$ cat config.mk
export PLATFORM = sky130hd
export DESIGN_NAME = regfile_wr_arbiter
export DESIGN_NICKNAME = d
export VERILOG_FILES = /design/src/rtl/regfile_wr_arbiter.sv
export SDC_FILE = /design/constraint.sdc
export NUM_CORES = 1
export LEC_CHECK = 0
export CAP_MARGIN = 20
export CORE_UTILIZATION = 45
export CTS_BUF_LIST = sky130_fd_sc_hd__clkbuf_8
export DETAILED_ROUTE_END_ITERATION = 6
export PLACE_DENSITY = 0.77
export SYNTH_ARGS = -nofsm -noshare
export SYNTH_HDL_FRONTEND = slang
export SYNTH_SLANG_ARGS = --single-unit
$ cat constraint.sdc
create_clock -name clock -period 1.8 [get_ports clock]
set_clock_uncertainty 0.15 [all_clocks]
set_input_delay 0.36 -clock clock [delete_from_list [all_inputs] [get_ports clock]]
set_output_delay 0.36 -clock clock [all_outputs]
set_load 0.005 [all_outputs]
$ cat src/rtl/regfile_wr_arbiter.sv
// rtl/regfile_wr_arbiter.sv - round-robin arbiter sharing the regfile write port among NUM_REQ buffered writers
// Define REGFILE_ARB_STATS_EN to add saturating write / x0-drop / stall counters.
module regfile_wr_arbiter #(
  parameter int NUM_REQ = 2,
  parameter int ADDR_W  = 5,
  parameter int DATA_W  = 32
) (
  input  logic                      clock,
  input  logic                      reset_n,
  input  logic [NUM_REQ-1:0]        req_valid,
  output logic [NUM_REQ-1:0]        req_ready,
  input  logic [NUM_REQ*ADDR_W-1:0] req_addr,
  input  logic [NUM_REQ*DATA_W-1:0] req_data,
  input  logic                      wr_stall,
  output logic                      rf_we,
  output logic [ADDR_W-1:0]         rf_wa,
  output logic [DATA_W-1:0]         rf_wd,
  output logic [1:0]                grant_id,
  output logic                      idle
`ifdef REGFILE_ARB_STATS_EN
  ,
  output logic [15:0]               stat_writes,
  output logic [15:0]               stat_x0_drops,
  output logic [15:0]               stat_stall_cycles
`endif
);

  logic [NUM_REQ-1:0]        buf_valid_q, buf_valid_d;
  logic [NUM_REQ*ADDR_W-1:0] buf_addr_q, buf_addr_d;
  logic [NUM_REQ*DATA_W-1:0] buf_data_q, buf_data_d;
  logic [1:0]                ptr_q, ptr_d;
  logic                      rf_we_q, rf_we_d;
  logic [ADDR_W-1:0]         rf_wa_q, rf_wa_d;
  logic [DATA_W-1:0]         rf_wd_q, rf_wd_d;
  logic [1:0]                grant_id_q, grant_id_d;

  logic [NUM_REQ-1:0] grant;
  logic [NUM_REQ-1:0] x0_hit;
  logic               grant_any;
  logic [1:0]         grant_idx;

  function automatic logic [1:0] wrap_add(input logic [1:0] p, input int k);
    int s;
    s = int'(p) + k;
    if (s >= NUM_REQ) s = s - NUM_REQ;
    return 2'(s);
  endfunction

  // First non-empty buffer at or after the pointer, wrapping around.
  always_comb begin
    grant     = '0;
    grant_any = 1'b0;
    grant_idx = ptr_q;
    if (!wr_stall) begin
      for (int k = 0; k < NUM_REQ; k++) begin
        if (!grant_any && buf_valid_q[wrap_add(ptr_q, k)]) begin
          grant_any = 1'b1;
          grant_idx = wrap_add(ptr_q, k);
        end
      end
    end
    if (grant_any) grant[grant_idx] = 1'b1;
    ptr_d = grant_any ? wrap_add(grant_idx, 1) : ptr_q;
  end

  assign req_ready = ~buf_valid_q | grant;

  // A granted buffer may be refilled on the same edge; addr-0 writes are swallowed.
  always_comb begin
    buf_valid_d = buf_valid_q;
    buf_addr_d  = buf_addr_q;
    buf_data_d  = buf_data_q;
    x0_hit      = '0;
    for (int i = 0; i < NUM_REQ; i++) begin
      if (grant[i]) buf_valid_d[i] = 1'b0;
      if (req_valid[i] && req_ready[i]) begin
        if (req_addr[i*ADDR_W +: ADDR_W] == '0) begin
          x0_hit[i] = 1'b1;
        end else begin
          buf_valid_d[i]                = 1'b1;
          buf_addr_d[i*ADDR_W +: ADDR_W] = req_addr[i*ADDR_W +: ADDR_W];
          buf_data_d[i*DATA_W +: DATA_W] = req_data[i*DATA_W +: DATA_W];
        end
      end
    end
  end

  always_comb begin
    rf_we_d    = grant_any;
    rf_wa_d    = rf_wa_q;
    rf_wd_d    = rf_wd_q;
    grant_id_d = grant_any ? grant_idx : grant_id_q;
    for (int i = 0; i < NUM_REQ; i++) begin
      if (grant[i]) begin
        rf_wa_d = buf_addr_q[i*ADDR_W +: ADDR_W];
        rf_wd_d = buf_data_q[i*DATA_W +: DATA_W];
      end
    end
  end

  always_ff @(posedge clock or negedge reset_n) begin
    if (!reset_n) begin
      buf_valid_q <= '0;
      buf_addr_q  <= '0;
      buf_data_q  <= '0;
      ptr_q       <= '0;
      rf_we_q     <= 1'b0;
      rf_wa_q     <= '0;
      rf_wd_q     <= '0;
      grant_id_q  <= '0;
    end else begin
      buf_valid_q <= buf_valid_d;
      buf_addr_q  <= buf_addr_d;
      buf_data_q  <= buf_data_d;
      ptr_q       <= ptr_d;
      rf_we_q     <= rf_we_d;
      rf_wa_q     <= rf_wa_d;
      rf_wd_q     <= rf_wd_d;
      grant_id_q  <= grant_id_d;
    end
  end

  assign rf_we    = rf_we_q;
  assign rf_wa    = rf_wa_q;
  assign rf_wd    = rf_wd_q;
  assign grant_id = grant_id_q;
  assign idle     = !(|buf_valid_q) && !rf_we_q;

`ifdef REGFILE_ARB_STATS_EN
  logic [15:0] stat_writes_q, stat_x0_drops_q, stat_stall_cycles_q;
  int          x0_cnt;

  function automatic logic [15:0] sat_add(input logic [15:0] v, input int inc);
    int s;
    s = int'(v) + inc;
    return (s > 65535) ? 16'hFFFF : 16'(s);
  endfunction

  always_comb begin
    x0_cnt = 0;
    for (int i = 0; i < NUM_REQ; i++) x0_cnt = x0_cnt + int'(x0_hit[i]);
  end

  always_ff @(posedge clock or negedge reset_n) begin
    if (!reset_n) begin
      stat_writes_q       <= '0;
      stat_x0_drops_q     <= '0;
      stat_stall_cycles_q <= '0;
    end else begin
      stat_writes_q       <= sat_add(stat_writes_q, int'(rf_we_q));
      stat_x0_drops_q     <= sat_add(stat_x0_drops_q, x0_cnt);
      stat_stall_cycles_q <= sat_add(stat_stall_cycles_q, int'(wr_stall && (|buf_valid_q)));
    end
  end

  assign stat_writes       = stat_writes_q;
  assign stat_x0_drops     = stat_x0_drops_q;
  assign stat_stall_cycles = stat_stall_cycles_q;
`endif

endmodule
After elaboration in Yosys (flattened, before gate mapping)
Index checks and enable logic that the tools add are counted.
{"block": "totals", "elab_cells": 69, "input_bits": 79, "register_bits": 118, "output_inout_bits": 43}
{"block": "classes", "muxes": 29, "n_addsub": 5, "n_reduce_logical": 14, "n_bitwise": 4, "order_cmp": 7}
{"cell": "32-bit two-way mux", "count": 2}
{"cell": "2-bit two-way mux", "count": 9}
{"cell": "1-bit two-way mux", "count": 15}
{"cell": "5-bit logical NOT", "count": 2}
{"cell": "5-bit two-way mux", "count": 2}
{"cell": "2-bit by 1-bit adder with 3-bit output, second input constant", "count": 2}
{"cell": "3-bit by 2-bit greater-or-equal comparator with 1-bit output, second input constant", "count": 2}
{"cell": "2-bit less-than comparator, second input constant", "count": 3}
{"cell": "2-bit subtractor, second input constant", "count": 3}
{"cell": "1-bit logical AND", "count": 5}
{"cell": "2-bit AND reduction", "count": 2}
{"cell": "1-bit logical NOT", "count": 3}
{"cell": "2-bit by 1-bit greater-or-equal comparator with 1-bit output, second input constant", "count": 1}
{"cell": "2-bit greater-or-equal comparator, second input constant", "count": 1}
{"cell": "1-bit inverter", "count": 2}
{"cell": "2-bit inverter", "count": 1}
{"cell": "2-bit bitwise OR", "count": 1}
{"cell": "2-bit nonzero test", "count": 1}
{"cell": "2-bit OR reduction", "count": 1}
{"cell": "1-bit demux with 1-bit select", "count": 1}

Longest topological paths before layout
{"block": "depth", "depth_word": 19, "ltp_mapped": 7, "mapped_depth_nobuf": 4}

Least setup slack after synthesis
OpenSTA, ideal clock, no wires.
{"block": "synth_timing", "path_kind": "register to register", "from": "register buf_valid_q[0]", "to": "register buf_data_q[34]", "slack_ns": -0.128, "path_stages_with_launch": 8, "t_arrival_ns": 1.653, "t_required_ns": 1.525, "n_path_buf": 3, "synth_period_minus_slack_ns": 1.928, "setup_ns": 0.125, "path_cell_list": "dfrtp_1 -> buf_2 -> and2b_1 -> o21ai_2 -> and3_1 -> buf_4 -> buf_4 -> mux2_2"}
{"block": "synth_via", "elab_chain_cells": 16, "word_cells_on_any_way": 22, "cone_classes": "2 x order compare; 14 x mux; 1 x bitwise; 5 x reduce/logical"}
{"element": "start, declared", "line": "28", "source": "logic [NUM_REQ-1:0] buf_valid_q, buf_valid_d;"}
{"element": "start signal, assigned", "line": "112", "source": "buf_valid_q <= buf_valid_d;"}
{"element": "1-bit two-way mux (not written as such) (2 in series)", "line": "56", "source": "if (!grant_any && buf_valid_q[wrap_add(ptr_q, k)]) begin"}
{"element": "1-bit two-way mux", "line": "56"}
{"element": "1-bit two-way mux", "line": "54", "source": "if (!wr_stall) begin"}
{"element": "1-bit logical NOT", "line": "56"}
{"element": "1-bit logical AND", "line": "56"}
{"element": "2-bit two-way mux", "line": "56"}
{"element": "2-bit two-way mux", "line": "54"}
{"element": "2-bit by 1-bit greater-or-equal comparator with 1-bit output (not written as such) / 2-bit less-than comparator (equally long branches)", "line": "62", "source": "if (grant_any) grant[grant_idx] = 1'b1;"}
{"element": "1-bit logical AND (not written as such)", "line": "62"}
{"element": "1-bit two-way mux (not written as such)", "line": "62"}
{"element": "1-bit demux with 1-bit select", "line": "62"}
{"element": "2-bit two-way mux *", "line": "62"}
{"element": "2-bit bitwise OR *", "line": "66", "source": "assign req_ready = ~buf_valid_q | grant;"}
{"element": "named net req_ready[1]", "line": "11", "source": "output logic [NUM_REQ-1:0] req_ready,"}
{"element": "1-bit logical AND *", "line": "76", "source": "if (req_valid[i] && req_ready[i]) begin"}
{"element": "2-bit AND reduction (no line) *"}
{"element": "end signal, assigned", "line": "114", "source": "buf_data_q <= buf_data_d;"}
{"element": "end, declared", "line": "30", "source": "logic [NUM_REQ*DATA_W-1:0] buf_data_q, buf_data_d;"}
Mark *: on every way through the listed nets, which the timed path passes. The rest lies on a longest branch. The select of a mux whose other input is x is not followed.
A chain may end at the register's enable or synchronous reset.

Worst setup path after layout
{"block": "layout_timing", "from": "register ptr_q[0]", "to": "register buf_data_q[34]"}
{"block": "layout_via", "elab_chain_cells": 19, "word_cells_on_any_way": 31, "cone_classes": "3 x add/sub; 4 x order compare; 18 x mux; 1 x bitwise; 5 x reduce/logical"}
{"element": "start, declared", "line": "31", "source": "logic [1:0] ptr_q, ptr_d;"}
{"element": "start signal, assigned", "line": "115", "source": "ptr_q <= ptr_d;"}
{"element": "parallel branches: the longest is 15 deep, another holds 2-bit by 1-bit adder with 3-bit output"}
{"element": "2-bit two-way mux *", "line": "62"}
{"element": "2-bit bitwise OR *", "line": "66"}
{"element": "1-bit logical AND *", "line": "76"}
{"element": "2-bit AND reduction (no line) *"}
Every way passes the cells marked *. The select of a mux whose other input is x is not followed.

==> run metrics <==
# H-tree levels=4; Hold WC Path Type=input port to flop; DPL Wire Length=7.67 mm; wire per inst=roughly 19 um; Synth Cell Area=0.00495 sq mm; final antenna-violating net count=0; initial DRC count=77; RSZ-0062 raised after global routing=yes; largest net degree at the start of global routing=40; Starting Density=0.471; clk slew on worst S/H paths=0.08 ns; worst slew pin tran=0.372 ns; Gate Count Post-Synth=356; vias=between 3000 and 4000; TritonCTS clock tree=built; Seq/Total Area, Yosys=0.597; drt drc=0; R2R cell count=6; CTS Sinks=118; area of placed instances=between 0.006 and 0.007 sq mm; share of layout cells above drive strength 1=0.322; #FFs+latches synth=approximately 120; Layout area overhead=51.9%; chip height=107 um; final hold violation count=0; Total Nets Final=between 600 and 700; CORE AREA=0.0105 sq mm; pwr/cell area=1380 mW/mm^2; die width=107 um; CTS max path bufs=2; Fmax=508 MHz; Synth area leaders=dfrtp_1 60%, mux2_4 9.1%, mux2_2 8.2%; DR vias/cell=5.15; Max-Cap Viols=0; Global Route Usage Sum=0.233; Final Instance Area=~0.0075 sq mm; Yosys top cell area share=0.597; GP Congestion=between 0.7 and 0.8; min cycle time layout=between 1.5 and 2 ns; endpoints failing setup=98; Max-slew headroom=0.752; CP Max Fanout=14; I/O Buffers=121; Avg Inst Size Synth=13.9 sq um; total gr overflow=0; maximum VDD drop=821 uV; DP Worst Slack=-0.583 ns; initial antenna violation count=0; Syn Nets=435; CTS Buf Count=17; LEAKAGE=around 3.5 nW; vias in the first global route=3851; Crit Path Category=flop to flop; Worst setup EP type=flop; Synth area leader=dfrtp_1; ys async rst share=1.00; drt first pass iters=4; global-route wire length before repair=approximately 20 mm; Final Cycle Share=1.09; Top FF cell, synth=dfrtp_1; failing checks=setup timing; root buf cell=clkbuf_8; Synth Warn #=0; Critical Path Source Type=flop; FP Rows=37; Antenna diodes=0; Max Slew Vio Count=0; Core Util, Final=0.716; most frequent cells in the layout=118 x dfrtp_1, 74 x clkdlybuf4s50_1, 68 x mux2_4, 42 x nand2_1; clock latency on the worst-skew pair=0.42 ns; status=finished, violations left; Total Wirelength=approximately 13 mm; Distinct cells, synth=34; hold path cells=2; Post-synth EDFFs=0; PnR worst setup slack=-0.170 ns; most common cell after layout, fill and taps aside=dfrtp_1; Worst EP arrival=2.11 ns; Die ar.=0.0114 sq mm; Ports=122; Crit path required time=1.94 ns
-- report_power, final --
part	internal, mW	total, mW	switching (mW)
registers	3.63	4.22	0.592
logic	2.28	3.54	1.26
clock network	1.51	2.65	1.14
-- layout make-up --
class | count | area, sq um
Clock buffer | 17 | 234
Clock inverter | 15 | 203
Fill cell | 707 | 2990
Inverter | 3 | 11.3
Multi-Input combinational cell | 214 | 2020
Sequential cell | 118 | 2950
Tap cell | 136 | 170
Timing Repair Buffer | 182 | 1930
-- repair_timing --
item / CTS / global route
hold buffers: 1 / 0
hold endpoints to repair: 34 / 0
pin swaps: 6 / 9
cloned: 7 / 2
setup endpoints to repair: 136 / 115
resized for setup: 121 / 29
buffers inserted: 27 / 10
-- flip-flops by register name, summed over array words and instances, names as in the netlist --
| register | count |
|---|---|
| rf_wa | 5 |
| buf_data_q | 64 |
| buf_valid_q | 2 |
| rf_we | 1 |
| ptr_q | 2 |
| rf_wd | 32 |
| grant_id | 2 |
| buf_addr_q | 10 |
-- synth_stat cells (2+ instances only) --
master	instances
mux2_4	30
mux2_1	2
buf_4	7
nor3_1	2
inv_1	3
clkbuf_1	8
buf_12	3
mux2_2	36
mux2i_1	37
a32o_1	5
buf_2	2
dfrtp_1	118
nand2_1	42
o21ai_1	7
o21ai_0	34
o21ai_2	2
-- worst max-delay path, stage by stage, from the launching register on --
cell and delay, ns:
dfrtp_1 0.39, and2b_1 0.21, o21ai_2 0.17, buf_4 0.15
and3_4 0.27, buf_12 0.19, mux2_4 0.31
-- path summary, 6_finish.rpt --
check / endpoint / from / slack (ns)
max: buf_data_q[34] / ptr_q[0] / -0.17
min: buf_addr_q[2] / req_addr[2] / 0.20
max reg2reg: buf_data_q[34] / ptr_q[0] / -0.17
min reg2reg: grant_id[0] / grant_id[0] / 0.34
max in group asynchronous: rf_wd[3] / reset_n / 0.72
min in group asynchronous: rf_wd[20] / reset_n / 0.23
-- stage by stage --
step | total power [mW] | TNS, ns | cells | hold slack (ns)
final | 10.4 | -10.34 | 685 | 0.196
after global routing | 11.0 | -15.42 | 685 | 0.188
after CTS | 10.4 | -9.81 | 681 | 0.165
after detailed placement | 7.26 | -49.93 | 615 | 0.150
after global placement | 7.11 | -46.33 | 615 | 0.146
after floorplan | 5.78 | -6.62 | 356 | -0.0856
-- logic make-up after synthesis --
group | after synthesis | synth area share
mux | 105 | 0.252
flops | 118 | 0.597
buf+inv | 24 | 0.0354
compound gates | 55 | 0.0670
simple gates | 54 | 0.0488
-- per-layer routing --
metal,track usage,wire length [um],up-vias
met5,0,0,-
met4,0.0773,262,0
met3,0.0748,786,23
met2,0.399,6470,115
met1,0.278,5220,1776
li1,-,-,1616
Power figures use the tool's default switching activity.
